**config.mk**
```make
export PLATFORM = sky130hd
export DESIGN_NAME = nibble_serial_adder
export DESIGN_NICKNAME = d
export VERILOG_FILES = /design/src/rtl/nibble_serial_adder.sv
export SDC_FILE = /design/constraint.sdc
export NUM_CORES = 1
export LEC_CHECK = 0
export ABC_AREA = 1
export CORE_MARGIN = 5
export CORE_UTILIZATION = 55
export DETAILED_ROUTE_END_ITERATION = 7
export PLACE_DENSITY = 0.82
export SETUP_SLACK_MARGIN = 0.02
export SLEW_MARGIN = 5
export SYNTH_ARGS = -nofsm -noshare
export SYNTH_HDL_FRONTEND = slang
export SYNTH_SLANG_ARGS = --single-unit
```
**constraint.sdc**
```tcl
create_clock -name clk -period 5.3 [get_ports clk]
set_clock_uncertainty 0.2 [all_clocks]
set_input_delay 0.795 -clock clk [delete_from_list [all_inputs] [get_ports clk]]
set_output_delay 0.795 -clock clk [all_outputs]
set_load 0.05 [all_outputs]
```
**src/rtl/nibble_serial_adder.sv**
```systemverilog
// Nibble-serial sequencer around an external 4-bit adder: adds two WIDTH-bit
// operands one nibble per cycle, LSB first, chaining the carry between passes.
module nibble_serial_adder #(
    parameter int WIDTH = 16
) (
    input  logic             clk,
    input  logic             rst_n,
    input  logic             in_valid,
    output logic             in_ready,
    input  logic [WIDTH-1:0] in_a,
    input  logic [WIDTH-1:0] in_b,
    input  logic             in_cin,
    output logic [3:0]       add_a,
    output logic [3:0]       add_b,
    output logic             add_cin,
    input  logic [3:0]       add_s,
    input  logic             add_cy,
    output logic             out_valid,
    input  logic             out_ready,
    output logic [WIDTH-1:0] out_sum,
    output logic             out_cout,
    output logic             busy
);

    localparam int NIBBLES = WIDTH / 4;
    localparam int CNT_W   = (NIBBLES > 1) ? $clog2(NIBBLES) : 1;
    localparam logic [CNT_W-1:0] LAST_IDX = CNT_W'(NIBBLES - 1);

    generate
        if ((WIDTH % 4) != 0 || WIDTH < 4) begin : g_badWidth
            $error("nibble_serial_adder: WIDTH must be a multiple of 4 and >= 4");
        end
    endgenerate

    typedef enum logic [1:0] {
        IDLE,
        RUN,
        DONE
    } state_t;

    state_t           r_state;
    logic [WIDTH-1:0] r_opa;
    logic [WIDTH-1:0] r_opb;
    logic             r_carry;
    logic [CNT_W-1:0] r_idx;
    logic [WIDTH-1:0] r_acc;
    logic [WIDTH-1:0] r_sum;
    logic             r_cout;
    logic [WIDTH-1:0] w_accNext;

    // Partial result with the current adder nibble merged in, so the final
    // pass can publish the complete sum on the same edge it is produced.
    always_comb begin
        w_accNext = r_acc;
        w_accNext[int'(r_idx) * 4 +: 4] = add_s;
    end

    always_ff @(posedge clk or negedge rst_n) begin
        if (!rst_n) begin
            r_state <= IDLE;
            r_opa   <= '0;
            r_opb   <= '0;
            r_carry <= 1'b0;
            r_idx   <= '0;
            r_acc   <= '0;
            r_sum   <= '0;
            r_cout  <= 1'b0;
        end else begin
            case (r_state)
                IDLE: begin
                    if (in_valid) begin
                        r_opa   <= in_a;
                        r_opb   <= in_b;
                        r_carry <= in_cin;
                        r_idx   <= '0;
                        r_acc   <= '0;
                        r_state <= RUN;
                    end
                end
                RUN: begin
                    r_acc   <= w_accNext;
                    r_carry <= add_cy;
                    r_opa   <= r_opa >> 4;
                    r_opb   <= r_opb >> 4;
                    r_idx   <= r_idx + 1'b1;
                    if (r_idx == LAST_IDX) begin
                        r_sum   <= w_accNext;
                        r_cout  <= add_cy;
                        r_state <= DONE;
                    end
                end
                DONE: begin
                    if (out_ready) begin
                        r_state <= IDLE;
                    end
                end
                default: r_state <= IDLE;
            endcase
        end
    end

    assign in_ready  = (r_state == IDLE);
    assign out_valid = (r_state == DONE);
    assign busy      = (r_state != IDLE);
    assign out_sum   = r_sum;
    assign out_cout  = r_cout;
    assign add_a     = (r_state == RUN) ? r_opa[3:0] : 4'h0;
    assign add_b     = (r_state == RUN) ? r_opb[3:0] : 4'h0;
    assign add_cin   = (r_state == RUN) ? r_carry : 1'b0;

endmodule

```
# Yosys cells after proc, flatten, opt, wreduce, memory -nomap -nowiden
# Cells that the tools add are included.
# Widths: inputs -> output; s select.
# op_classes
muxes	18
n_reduce_logical	6
n_shift	2
n_addsub	2
eq_ne	6
# op_table
op	n
$pmux 16 s2	3
$mux 16	3
$neg 4->33	1
$shift 4x33->16 const A	1
$shiftx 4x33->16	1
$bwmux 16	1
$mux 2	4
$mux 4	2
$pmux 2 s3	1
$eq 2x2->1 const B	2
$ne 2x2->1 const B	2
$pmux 2 s2	1
$reduce_and 2->1	2
$reduce_bool 2->1	2
$reduce_and 3->1	1
$add 2x1->2 const B	1
$eq 2x1->1 const B	1
$logic_not 2->1	1
$mux 1	2
$ne 2x1->1 const B	1
$pmux 1 s2	1
# word_totals
word_cells	42
regBits	70
input_bits	42
output_inout_bits	29

# Depth between registers and ports, before layout
# Gate-level depths: netlist of the first run.
# depth
word_depth	4
depth_mapped	9
mapped_depth_nobuf	9

# Worst setup path after synthesis of the first run
# Ideal clock, no wire load.
# synth_path
path_kind	register to output
from	register r_state[0]
to	output busy
required_ns	4.305
path_slack_ns	2.433
path_stages_with_launch	3
path_buffers	0
t_arrival_ns	1.872
path_cell_list	dfrtp_1 > nor2_1 > inv_1
# synth_between
elab_chain_len	1
# synth_rtl
item	line_no	rtl
start, declared	41	state_t r_state;
start signal, assigned	60	r_state <= IDLE;
start signal, assigned	77	r_state <= RUN;
start signal, assigned	89	r_state <= DONE;
$reduce_bool 2->1	104	assign busy = (r_state != IDLE);
end, declared	22	output logic busy
# Every way passes these cells.

# Worst setup path in the final report of the first run
# layout_path
from	register r_state[0]
to	output in_ready
# layout_between
elab_chain_len	1
# layout_rtl
item	line_no	rtl
$logic_not 2->1	102	assign in_ready = (r_state == IDLE);
end, declared	9	output logic in_ready,
# Every way passes these cells.

==> results of run 1 <==
-- cells by family (layout without fill, tap and decap cells) --
group | count (synthesis) | in the layout | synth area share
simple gates | 246 | 246 | 0.292
flops | 70 | 70 | 0.531
compound gates | 58 | 58 | 0.0895
buf+inv | 46 | 114 | 0.0645
fa+ha+maj | 6 | 6 | 0.0228
-- cell usage in the layout (no fill, tap or decap), drive strengths merged --
cell type and instances:
clkdlybuf4s50 69, clkinv 2, nor2 44, dfrtp 70, ha 6, inv 27, o21ai 55, nand3 14
clkbuf 14, nand2 184, buf 2, o22ai 2, o31ai 1, nand4 4
-- critical path: cells and delay by family, from the launching register on --
family                 cells  cell delay, ns
buffers and inverters      1            0.91
flip-flops                 1            0.44
AND/OR/NAND/NOR            1            0.44
-- path summary, 6_finish.rpt --
path / endpoint / depth (start not counted) / startpoint
max in group asynchronous: out_sum[15] / 2 / rst_n
hold / removal: r_opa[13] / 2 / r_opa[13]
hold reg to reg: r_opa[13] / 2 / r_opa[13]
min in group asynchronous: r_opb[15] / 2 / rst_n
setup / recovery: in_ready / 2 / r_state[0]
setup reg to reg: out_sum[10] / 6 / r_state[0]
-- per-layer routing --
layer,routed length [um],vias to the layer above,global-route usage
met4,109,0,0.0865
met3,416,13,0.0303
met5,0,-,0
li1,-,1456,-
met1,3460,1396,0.284
met2,3650,71,0.335
-- cell type report --
| class | count | share of cell area |
|---|---|---|
| flip-flops and latches | 70 | 0.421 |
| inverters | 28 | 0.0256 |
| clock buffers | 14 | 0.0391 |
| repair buffers | 71 | 0.169 |
| clock inverters | 1 | 0.00120 |
| well taps | 75 | 0.0226 |
| multi-input cells | 310 | 0.321 |
-- through the flow --
stage	cells	hold slack (ns)	total power (W)	setup WS [ns]
final	569	0.275	0.00258	2.17
after global routing	569	0.295	0.00276	2.02
after CTS	569	0.276	0.00258	2.16
after detailed placement	554	0.260	0.00221	2.26
after global placement	554	0.250	0.00217	2.34
after floorplan	426	0.237	0.00183	2.43
-- flip-flops by register name, summed over array words and instances, names as in the netlist --
| name | cells |
|---|---|
| out_cout | 1 |
| out_sum | 16 |
| r_acc | 16 |
| r_carry | 1 |
| r_idx | 2 |
| r_opa | 16 |
| r_opb | 16 |
| r_state | 2 |
-- power by group through the flow --
stage | Clock, W | Combinational [W] | Sequential, W
floorplan | 0 | 0.000798 | 0.00103
global placement | 0 | 0.00131 | 0.000859
detailed placement | 0 | 0.00134 | 0.000867
CTS | 0.000381 | 0.00134 | 0.000859
global route | 0.000405 | 0.00147 | 0.000884
finish | 0.000376 | 0.00134 | 0.000862
==> reports/metrics.cfg, run 1 <==
[min_path]
hold_class=reg -> reg

[timing]
maxSlewHeadroom=0.436
setup_viol_count_final=0
setup_tns_ns=0
finalCritPeriodShare=0.590
final.min_clock_period_ns=3.13
finalHoldViolCount=0
tightest_slew_ns=0.846
finalMaxSlewViolations=0
fmax_mhz=320
rsz0062_at_grt=false

[power]
p_leak_nw=2.11
power_switching_w=0.00124
vdd_drop_max_mv=0.425
seq_power_share=0.335
p_comb_frac=0.519
clockPowerShare=0.146
internal-power_w=0.00134
p_sw_frac=0.481
power_density_nw_per_um2=620

[critical_path]
rrSetupSlack_ns=2.91
worstPathCellList=nor2_1 > clkdlybuf4s50_1
critical_path_class=reg -> out
max_stage_delay_ns=0.91
end_kind=output port
cp_max_fo=10
cp-start-kind=register
arrival_ns=2.13
required_ns=4.30
slowest_stage=clkdlybuf4s50_1

[clock_tree]
cts_made_buffers=9
cts_setup_buffers=0
clkTransAtPathRegs_ns=0.07
postCtsResizedCells=0
cts.sinks=70
max-clock-path-buffers=2
clk_latency_ns=0.33
h-tree-depth=3
root_buffer=clkbuf_8
cts_tree=done
cts_hold_buf=0

[grt]
grt_max_degree=71
track_usage=0.209
grt_pass1_wl_um=12600
grt_pass1_vias=2836
antenna_found_initial=0
gr-total-overflow=0

[route]
vias=2936
drc=0
via_per_inst=5.16
drtAntennaViolNets=0
wl_um=7630
wl_per_cell_um=13.4
drt_iter0_markers=199
dr.pass1.iters=4

[synthesis]
synthFlopType=dfrtp_1
synth_nets=474
ys_seq_area_frac=0.531
yosysMostFrequentCell=nand2_1
synth_common_cells=nand2_1 (181), dfrtp_1 (70), nor2_1 (44), o21ai_0 (44), inv_1 (24)
netlist-cell-type-count=19
ys_async_sr_fraction=1.00
syn_area_um2=3300
yosys-top-cells-area=dfrtp_1 (53%), nand2_1 (21%), o21ai_0 (6.7%)
synth_top_cell_by_area=dfrtp_1
syn_inst=426
avgSynthCellArea_um2=7.74
yosysWarnings=0
synth_seq_cells=70
synth_edf_count=0
yosys.area.top_type_share=0.531

[job]
drv_cap=0

[cells_and_area]
multi_input_comb_area_um2=1330
fin_util=0.706
area_delta_synth_final_pct=26.0
register_area_um2=1750
drive_above_1_share=0.0425
final_nets=538
num-fill-cells=487
stdcell_area_um2=4160
n_antenna_cell=0

[place]
port_buffers=70
place_congestion=0.875
place_area_um2=3990
post-dp-hpwl_um=5190

[floorplanning]
die_h_um=87.4
ios=71
rows=28
die-area_um2=7650
core_area_um2=5890
start_util=0.560
die_x_um=87.4

[run_status]
status=completed

Note: power is estimated with default switching activity, not from simulation.
==> run 2: changes to the inputs <==
--- a/config.mk
+++ b/config.mk
@@ -7,9 +7,9 @@
 export LEC_CHECK = 0
 export ABC_AREA = 1
 export CORE_MARGIN = 5
-export CORE_UTILIZATION = 55
+export CORE_UTILIZATION = 46
 export DETAILED_ROUTE_END_ITERATION = 7
-export PLACE_DENSITY = 0.82
+export PLACE_DENSITY = 0.72
 export SETUP_SLACK_MARGIN = 0.02
 export SLEW_MARGIN = 5
 export SYNTH_ARGS = -nofsm -noshare
==> constraint.sdc (replaced) <==
create_clock -name clk -period 2.52 [get_ports clk]
set_clock_uncertainty 0.2 [all_clocks]
set_input_delay 0.378 -clock clk [delete_from_list [all_inputs] [get_ports clk]]
set_output_delay 0.378 -clock clk [all_outputs]
set_load 0.05 [all_outputs]
==> run 2 against run 1 <==
Effect of this change: first-iteration DRC count increased by 7.5%; setup slack lost 2.0 ns; design area is 2.9% higher; die area is 17% higher; via count is 0.37% lower; sequential share of layout area is 1.2 points lower; sequential cell count unchanged; wire length up 2.5%; hold slack worse by 0.0093 ns; combinational power rose by 110%; sequential power up 110%; non-clock buffer count rose by 5; critical endpoint is now out_valid; largest cell class unchanged.
==> reports/metrics.cfg, run 2 (same netlist as run 1, synthesis figures left out) <==
[run_status]
status=completed

[route]
drtAntennaViolNets=0
drc=0
drt_iter0_markers=214
vias=2925
wl_per_cell_um=13.1
dr.pass1.iters=4
wl_um=7830
via_per_inst=4.91

[timing]
final.min_clock_period_ns=2.39
setup_tns_ns=0
finalCritPeriodShare=0.949
setup_viol_count_final=0
fmax_mhz=418
finalHoldViolCount=0
maxSlewHeadroom=0.458
fin_hold_ws_ns=0.265
finalMaxSlewViolations=0
layout_setup_ws_ns=0.128
tightest_slew_ns=0.812
rsz0062_at_grt=false

[critical_path]
cp-endpoint=out_valid
cp_max_fo=6
rrSetupSlack_ns=0.37
r2r_cells=7
arrival_ns=1.81
end_kind=output port
worstReg2RegEnd=out_sum[7]
cp-start-kind=register
required_ns=1.94
rr_startpoint=r_idx[0]
cp-startpoint=r_state[0]
critical_path_class=reg -> out

[cells_and_area]
layout.cells.non_filler=596
drive_above_1_share=0.0800
area_delta_synth_final_pct=29.6
n_antenna_cell=0
final_cell_mix=nand2_1 (181), dfrtp_1 (70), clkdlybuf4s50_1 (58)
final_nets=543
mostFrequentLayoutCell=nand2_1

[grt]
grt_pass1_vias=2935
grt_max_degree=71
track_usage=0.195
antenna_found_initial=0
gr-total-overflow=0
grt_pass1_wl_um=13500

[job]
drv_cap=0

[place]
dp_slack_ns=0.393
post-dp-hpwl_um=5240
place_congestion=0.892
port_buffers=70
placed_cells=579

[clock_tree]
h-tree-depth=3
postCtsResizedCells=0
root_buffer=clkbuf_8
cts.sinks=70
cts_tree=done
clkTransAtPathRegs_ns=0.07
cts_made_buffers=9
clk_latency_ns=0.35
max-clock-path-buffers=2

[floorplanning]
ios=71
die_x_um=94.7
core_area_um2=6870
die-area_um2=8960
start_util=0.480
die_h_um=94.7
rows=30

[min_path]
hold_class=reg -> reg

[power]
p_leak_nw=2.18
vdd_drop_max_mv=1.35
power_density_nw_per_um2=1330
p_total_w=0.00568

run 2: changes by cell type in the layout (fill, tap and decap cells not counted):
cell / change
buf_4: +13
clkdlybuf4s50_1: -11
clkbuf_1: -3
buf_12: +2
bufinv_16: +2
clkinvlp_4: +2
clkbuf_8: -1
clkinv_2: +1
dlygate4sd3_1: +1
run 2: metal layers:
layer  global-route usage  up-vias  wire length, um
li1                     -     1466                -
met3               0.0422        9              504
met1                0.261     1364             3600
met5                    0        -                0
met2                0.299       86             3590
met4               0.0938        0              129
run 2: stage by stage:
step	instance area (um^2)	util
after floorplan	3300	-
after global placement	4040	0.589
final	4280	0.622
after detailed placement	4040	0.589
after CTS	4280	0.622
after global routing	4280	0.622
run 2: report_power, final:
| part | switching [W] | internal (W) |
|---|---|---|
| combinational | 0.00199 | 0.000869 |
| sequential | 0.000245 | 0.00156 |
| clock | 0.000436 | 0.000580 |
run 2: cell type report:
class,count,area [um^2]
fillers,656,2590
flip-flops and latches,70,1750
multi-input cells,310,1330
repair buffers,76,741
clock buffers,10,138
well taps,96,120
inverters,28,106
clock inverters,6,85.1
run 2: how the worst min path moves through the flow:
stage          slack [ns]       from        end  cells after the start
3_3_place_gp         0.23      rst_n  r_opb[15]                      2
4_1_cts              0.27  r_opb[12]  r_opb[12]                      2
2_1_floorplan       -0.12      rst_n   out_cout                      0
5_1_grt              0.28  r_opb[15]  r_opb[15]                      2
3_5_place_dp         0.23      rst_n   r_opb[7]                      2
6_report             0.27  r_opb[12]  r_opb[12]                      2
run 2: timing repair:
action,in CTS,in global routing
buffers inserted,0,0
hold buffers,1,0
endpoints found under the hold margin,70,0
run 2: critical path, stage by stage (launching register included):
cell and delay (ns):
dfrtp_1 0.44, nor2_1 0.17, clkdlybuf4s50_1 0.85
==> run 3: changes to the inputs <==
--- a/config.mk
+++ b/config.mk
@@ -11,7 +11,8 @@
 export DETAILED_ROUTE_END_ITERATION = 7
 export PLACE_DENSITY = 0.72
 export SETUP_SLACK_MARGIN = 0.02
-export SLEW_MARGIN = 5
+export SLEW_MARGIN = 20
 export SYNTH_ARGS = -nofsm -noshare
 export SYNTH_HDL_FRONTEND = slang
 export SYNTH_SLANG_ARGS = --single-unit
+export TNS_END_PERCENT = 50
==> results of run 3 <==
Same layout as run 2: the final DEF is identical, and so are final timing and power.
